File: src/rtl/controlador_exibicao_rgb_pkg.sv
// Shared types and constants for the RGB playback sequencer of the memory game.
// Holds the FSM state encoding, the blank colour and small helper functions.
package controlador_exibicao_rgb_pkg;

    typedef enum logic [2:0] {
        inicial = 3'd0,
        carrega = 3'd1,
        mostra  = 3'd2,
        apaga   = 3'd3,
        fim     = 3'd4
    } estado_t;

    localparam logic [3:0] COR_APAGADA = 4'b0000;

    // Counter must be able to hold the longer of the two phase lengths.
    function automatic int largura_contador(input int t_aceso, input int t_apagado);
        int maior;
        maior = (t_aceso > t_apagado) ? t_aceso : t_apagado;
        return $clog2(maior + 1);
    endfunction

    function automatic logic eh_one_hot(input logic [3:0] palavra);
        return (palavra != 4'b0000) && ((palavra & (palavra - 4'd1)) == 4'b0000);
    endfunction

endpackage

File: src/rtl/controlador_exibicao_rgb_contador_tempo.sv
// Clearable saturating up-counter with a terminal-count flag against a
// selectable target; shared by the on-time and blank-gap phases.
module contador_tempo #(
    parameter int LARGURA = 4
) (
    input  logic               clock,
    input  logic               reset,
    input  logic               limpar,
    input  logic               contar,
    input  logic [LARGURA-1:0] alvo,
    output logic               terminal
);

    logic [LARGURA-1:0] valor_reg;
    logic [LARGURA-1:0] valor_next;

    always_comb begin
        valor_next = valor_reg;
        if (limpar) begin
            valor_next = '0;
        end else if (contar && (valor_reg != '1)) begin
            // Saturate instead of wrapping so a missed terminal can never restart a phase.
            valor_next = valor_reg + LARGURA'(1);
        end
    end

    always_ff @(posedge clock) begin
        if (reset) begin
            valor_reg <= '0;
        end else begin
            valor_reg <= valor_next;
        end
    end

    assign terminal = (valor_reg == alvo);

endmodule

File: src/rtl/controlador_exibicao_rgb.sv
// Plays the stored colour sequence on the RGB LED: each entry is shown for
// T_ACESO cycles followed by T_APAGADO blank cycles, from address 0 to limite.
module controlador_exibicao_rgb
    import controlador_exibicao_rgb_pkg::*;
#(
    parameter int T_ACESO     = 1000,
    parameter int T_APAGADO   = 500,
    parameter int LARGURA_END = 4
) (
    input  logic                   clock,
    input  logic                   reset,
    input  logic                   iniciar,
    input  logic                   parar,
    input  logic [LARGURA_END-1:0] limite,
    input  logic [3:0]             dados_mem,
    output logic [LARGURA_END-1:0] endereco,
    output logic [3:0]             dados_led,
    output logic                   exibindo,
    output logic                   pronto,
    output logic                   erro_dado
);

    localparam int LARGURA_CNT = largura_contador(T_ACESO, T_APAGADO);
    localparam logic [LARGURA_CNT-1:0] ALVO_ACESO   = LARGURA_CNT'(T_ACESO - 1);
    localparam logic [LARGURA_CNT-1:0] ALVO_APAGADO = LARGURA_CNT'(T_APAGADO - 1);

    estado_t                state_reg,    state_next;
    logic [LARGURA_END-1:0] endereco_reg, endereco_next;
    logic [LARGURA_END-1:0] limite_reg,   limite_next;
    logic [3:0]             dados_led_reg, dados_led_next;
    logic                   pronto_reg,   pronto_next;
    logic                   erro_reg,     erro_next;

    logic                   cnt_limpar;
    logic                   cnt_contar;
    logic [LARGURA_CNT-1:0] cnt_alvo;
    logic                   cnt_terminal;

    contador_tempo #(
        .LARGURA (LARGURA_CNT)
    ) u_contador_tempo (
        .clock    (clock),
        .reset    (reset),
        .limpar   (cnt_limpar),
        .contar   (cnt_contar),
        .alvo     (cnt_alvo),
        .terminal (cnt_terminal)
    );

    always_comb begin
        state_next     = state_reg;
        endereco_next  = endereco_reg;
        limite_next    = limite_reg;
        dados_led_next = dados_led_reg;
        pronto_next    = 1'b0;
        erro_next      = erro_reg;
        cnt_limpar     = 1'b0;
        cnt_contar     = 1'b0;
        cnt_alvo       = ALVO_ACESO;

        case (state_reg)
            inicial: begin
                dados_led_next = COR_APAGADA;
                if (iniciar) begin
                    limite_next   = limite;
                    erro_next     = 1'b0;
                    endereco_next = '0;
                    state_next    = carrega;
                end
            end
            carrega: begin
                if (eh_one_hot(dados_mem)) begin
                    dados_led_next = dados_mem;
                end else begin
                    dados_led_next = COR_APAGADA;
                    erro_next      = 1'b1;
                end
                cnt_limpar = 1'b1;
                state_next = mostra;
            end
            mostra: begin
                cnt_alvo = ALVO_ACESO;
                if (cnt_terminal) begin
                    cnt_limpar     = 1'b1;
                    dados_led_next = COR_APAGADA;
                    state_next     = apaga;
                end else begin
                    cnt_contar = 1'b1;
                end
            end
            apaga: begin
                cnt_alvo = ALVO_APAGADO;
                if (cnt_terminal) begin
                    cnt_limpar = 1'b1;
                    // Compare before incrementing so an all-ones limit never wraps.
                    if (endereco_reg == limite_reg) begin
                        state_next = fim;
                    end else begin
                        endereco_next = endereco_reg + LARGURA_END'(1);
                        state_next    = carrega;
                    end
                end else begin
                    cnt_contar = 1'b1;
                end
            end
            fim: begin
                pronto_next    = 1'b1;
                dados_led_next = COR_APAGADA;
                state_next     = inicial;
            end
            default: begin
                dados_led_next = COR_APAGADA;
                state_next     = inicial;
            end
        endcase

        // Abort overrides everything, including the fim pulse and an error found this cycle.
        if (parar && (state_reg != inicial)) begin
            state_next     = inicial;
            dados_led_next = COR_APAGADA;
            pronto_next    = 1'b0;
            erro_next      = erro_reg;
            cnt_limpar     = 1'b1;
            cnt_contar     = 1'b0;
        end
    end

    always_ff @(posedge clock) begin
        if (reset) begin
            state_reg     <= inicial;
            endereco_reg  <= '0;
            limite_reg    <= '0;
            dados_led_reg <= COR_APAGADA;
            pronto_reg    <= 1'b0;
            erro_reg      <= 1'b0;
        end else begin
            state_reg     <= state_next;
            endereco_reg  <= endereco_next;
            limite_reg    <= limite_next;
            dados_led_reg <= dados_led_next;
            pronto_reg    <= pronto_next;
            erro_reg      <= erro_next;
        end
    end

    assign endereco  = endereco_reg;
    assign dados_led = dados_led_reg;
    assign exibindo  = (state_reg != inicial);
    assign pronto    = pronto_reg;
    assign erro_dado = erro_reg;

endmodule

File: config.mk
export PLATFORM = sky130hd
export DESIGN_NAME = controlador_exibicao_rgb
export DESIGN_NICKNAME = d
export VERILOG_FILES = /design/src/rtl/controlador_exibicao_rgb_pkg.sv /design/src/rtl/controlador_exibicao_rgb_contador_tempo.sv /design/src/rtl/controlador_exibicao_rgb.sv
export SDC_FILE = /design/constraint.sdc
export NUM_CORES = 1
export LEC_CHECK = 0
export CAP_MARGIN = 20
export CORE_MARGIN = 2
export CORE_UTILIZATION = 50
export DETAILED_ROUTE_END_ITERATION = 8
export PLACE_DENSITY_LB_ADDON = 0.08
export RECOVER_POWER = 25
export SLEW_MARGIN = 5
export SYNTH_ARGS = -nofsm -noshare
export SYNTH_HDL_FRONTEND = slang
export SYNTH_SLANG_ARGS = --single-unit
File: constraint.sdc
create_clock -name clock -period 1.8 [get_ports clock]
set_clock_uncertainty 0.05 [all_clocks]
set_input_delay 0.18 -clock clock [delete_from_list [all_inputs] [get_ports clock]]
set_output_delay 0.18 -clock clock [all_outputs]
set_load 0.005 [all_outputs]
==> summary.txt <==
Run status
  • Status: finished, final reports clean

Hold path
  • Cell depth of the worst min-delay path: 3
  • Min-Delay Startpoint: limite[0]
  • Hold EP: limite_reg[0]$_SDFFE_PP0P_
  • Hold Crit Class: input pin to flop

GRT
  • Vias in the first global route: 1136
  • Initial antenna violation count: 0
  • Largest net degree at the start of global routing: 15
  • First-pass GRT wire length: 4800 µm
  • Aggregate global routing overflow: 0
  • Total GRT Usage: 19.0%

Synthesis
  • Synthesized flop and latch total: 27
  • Synthesized netlist cell count: 151
  • Unique masters post-synth: 46
  • Sequential share of the synthesized area: 38.8%
  • Post-Synthesis Net Count: 165
  • Post-synth top area share: 38.8%
  • Top cells by area in the synthesized netlist: dfxtp_1, nor2_1, xnor2_1
  • Synthesized cell area: 1390 µm²
  • Synth warnings: 0
  • Syn_area_per_cell: 9.23 µm²
  • Area leader, netlist: dfxtp_1

Setup path
  • Critical Path RT: 1.57 ns
  • Critical Path Sink Type: output pin
  • Worst-path fanout max: 6
  • Origin of the critical flop-to-flop path: state_reg[2]$_SDFFE_PP0P_
  • WS Path Type: flop to output pin
  • Critical Path AT: 1.52 ns
  • Startpoint type of the worst setup path: flop
  • R2r setup slk: 0.13 ns
  • R2R depth: 7
  • Reg2reg end: endereco[2]$_SDFFE_PP0P_

Placement
  • Placed cells: 212
  • RePlAce Congestion: 0.801
  • Placement Setup Slack: 0.0281 ns
  • Post-DP HPWL: 2140 µm
  • Number of port buffers: 22

Clocking
  • H-Tree Depth: 1
  • Clock transition at path regs: 0.14 ns
  • TritonCTS clock tree: done
  • Sinks on Clock Net: 27
  • Clk_lat worst skew: 0.33 ns
  • Clk buf depth: 2
  • CTS buffer count: 3
  • Root Driver: clkbuf_4

Finish
  • Final net count: 201
  • Ratio of cells with drive above 1 in the final layout: 18.3%
  • Multi-input logic area: 826 µm²
  • Most frequent cells in the layout: dfxtp_1, nor2_1, clkdlybuf4s50_1
  • Ant. Diodes: 0
  • Fillers: 256
  • Synthesis-to-finish area growth: 27.5%
  • Most common cell after layout, fill and taps aside: dfxtp_1
  • Non-filler instance count after layout: 217
  • Storage cell area: 546 µm²
  • Max reg flops: 10

STA
  • Crit path time final: 1.75 ns
  • Setup violators final: 0
  • Final Max Tran Viols: 0
  • Setup TNS Final: 0 ns
  • Fin worst setup slack: 0.0469 ns
  • Final Hold Fails: 0
  • Part of the cycle the worst path needs: 97.4%
  • Slew of the pin with the lowest slew margin: 0.415 ns
  • RSZ-0062 raised after global routing: false
  • Relative slew margins: 72.0%
  • Fmax: 0.570 GHz

Drt
  • Routed WL: 2950 µm
  • Via Count: 1205
  • Drt first-iter violations: 24
  • Drt pass-1 iters: 4
  • Number of remaining DRC errors: 0
  • Post-route ant nets: 0
  • Post-DR wirelength/cell: 13.6 µm
  • Via density per instance: 5.55

Floorplanning
  • Core box area: 2710 µm²
  • Io pins: 23
  • Initial Utilization: 51.4%
  • Die ar.: 3230 µm²
  • Site Rows: 19
  • Height of the chip: 56.8 µm
  • Die W: 56.8 µm

Pwr
  • Worst vdd ir: 0.430 mV
  • Power Dens Cells: 666 nW/µm²
  • Lkg Pwr: 0.667 nW
  • Tot Pwr: 1.18 mW

Run
  • Max Cap Viol: 0
-- cells by family (layout without fill, tap and decap cells) --
group	Yosys count	in the layout	synth area share, %
and+or+nand+nor	68	68	28.1
AOI/OAI and AO/OA	22	22	12.9
adders and majority gates	2	2	1.80
muxes	6	6	4.31
xor gates and xnor gates	16	16	10.1
DFF	27	27	38.8
buffers and inverters	10	45	4.04
-- per-layer routing --
metal  global-route usage (%)  wire, µm  share of wire (%)  up-vias
met1                     22.3      1360                 46      562
li1                         -         -                  -      617
met3                     3.69       127                4.3        4
met2                     32.9      1410                 48       22
met4                     9.30        57                1.9        0
met5                        0         0                  0        -
-- what timing repair did --
item	CTS	global route
setup buffers	0	1
gates resized for setup	0	8
hold buffers	0	0
setup endpoints to repair	0	16
-- cell usage after synthesis, drive strengths merged --
master	count
nor3	5
a31oi	1
nor2b	1
and4bb	1
a41oi	1
o211a	1
nor3b	2
nand4	7
nand3	5
clkbuf	1
or4	1
a32o	2
xnor2	9
o2bb2ai	2
and2	1
mux2i	6
and4	3
o221ai	1
a21oi	4
o2111ai	1
o22ai	1
a21o	1
xor2	7
nor4b	1
a21boi	1
nor4bb	1
o21ai	4
dfxtp	27
nand2	5
nand3b	1
nand2b	2
ha	2
nor4	2
or2	1
o21a	2
buf	3
nor2	23
or3	3
inv	6
and3	3
-- area by class of cell --
class | instances | area share [%]
Tap cell | 31 | 2.18
Inverter | 6 | 1.27
Multi-Input combinational cell | 114 | 46.5
Timing Repair Buffer | 35 | 17.9
Clock buffer | 4 | 1.48
Sequential cell | 27 | 30.7
-- through the flow --
step	hold WS, ns	util, %	cell area [µm²]
after floorplan	0.277	-	1390
after global placement	0.402	63.1	1710
after detailed placement	0.406	63.1	1710
after CTS	0.395	64.0	1740
after global routing	0.430	65.6	1780
final	0.392	65.6	1780
-- critical path, stage by stage, from the launching register on --
cell	delay, ns
dfxtp_2	0.37
or3_4	0.37
clkdlybuf4s50_1	0.45
-- how the worst max path moves through the flow --
stage | start | end | slack (ns) | cells past startpoint
global route | state_reg[2]$_SDFFE_PP0P_ | dados_led[3]$_SDFFE_PP0P_ | 0.0009 | 6
CTS | state_reg[1]$_SDFFE_PP0P_ | exibindo | 0.03 | 2
detailed placement | iniciar | endereco[2]$_SDFFE_PP0P_ | 0.03 | 7
finish | state_reg[1]$_SDFFE_PP0P_ | exibindo | 0.05 | 2
floorplan | state_reg[1]$_SDFFE_PP0P_ | state_reg[1]$_SDFFE_PP0P_ | 0.20 | 5
global placement | parar | u_contador_tempo.valor_reg[9]$_SDFFE_PP0P_ | 0.05 | 6
-- power by group --
| group | switching (mW) | leakage (nW) | total [mW] | internal (mW) |
|---|---|---|---|---|
| sequential | 0.0274 | 0.220 | 0.649 | 0.622 |
| clock | 0.181 | 0.0150 | 0.268 | 0.0871 |
| combinational | 0.126 | 0.432 | 0.267 | 0.141 |
| total | 0.334 | 0.667 | 1.18 | 0.850 |
(Power assumes the default switching activity.)
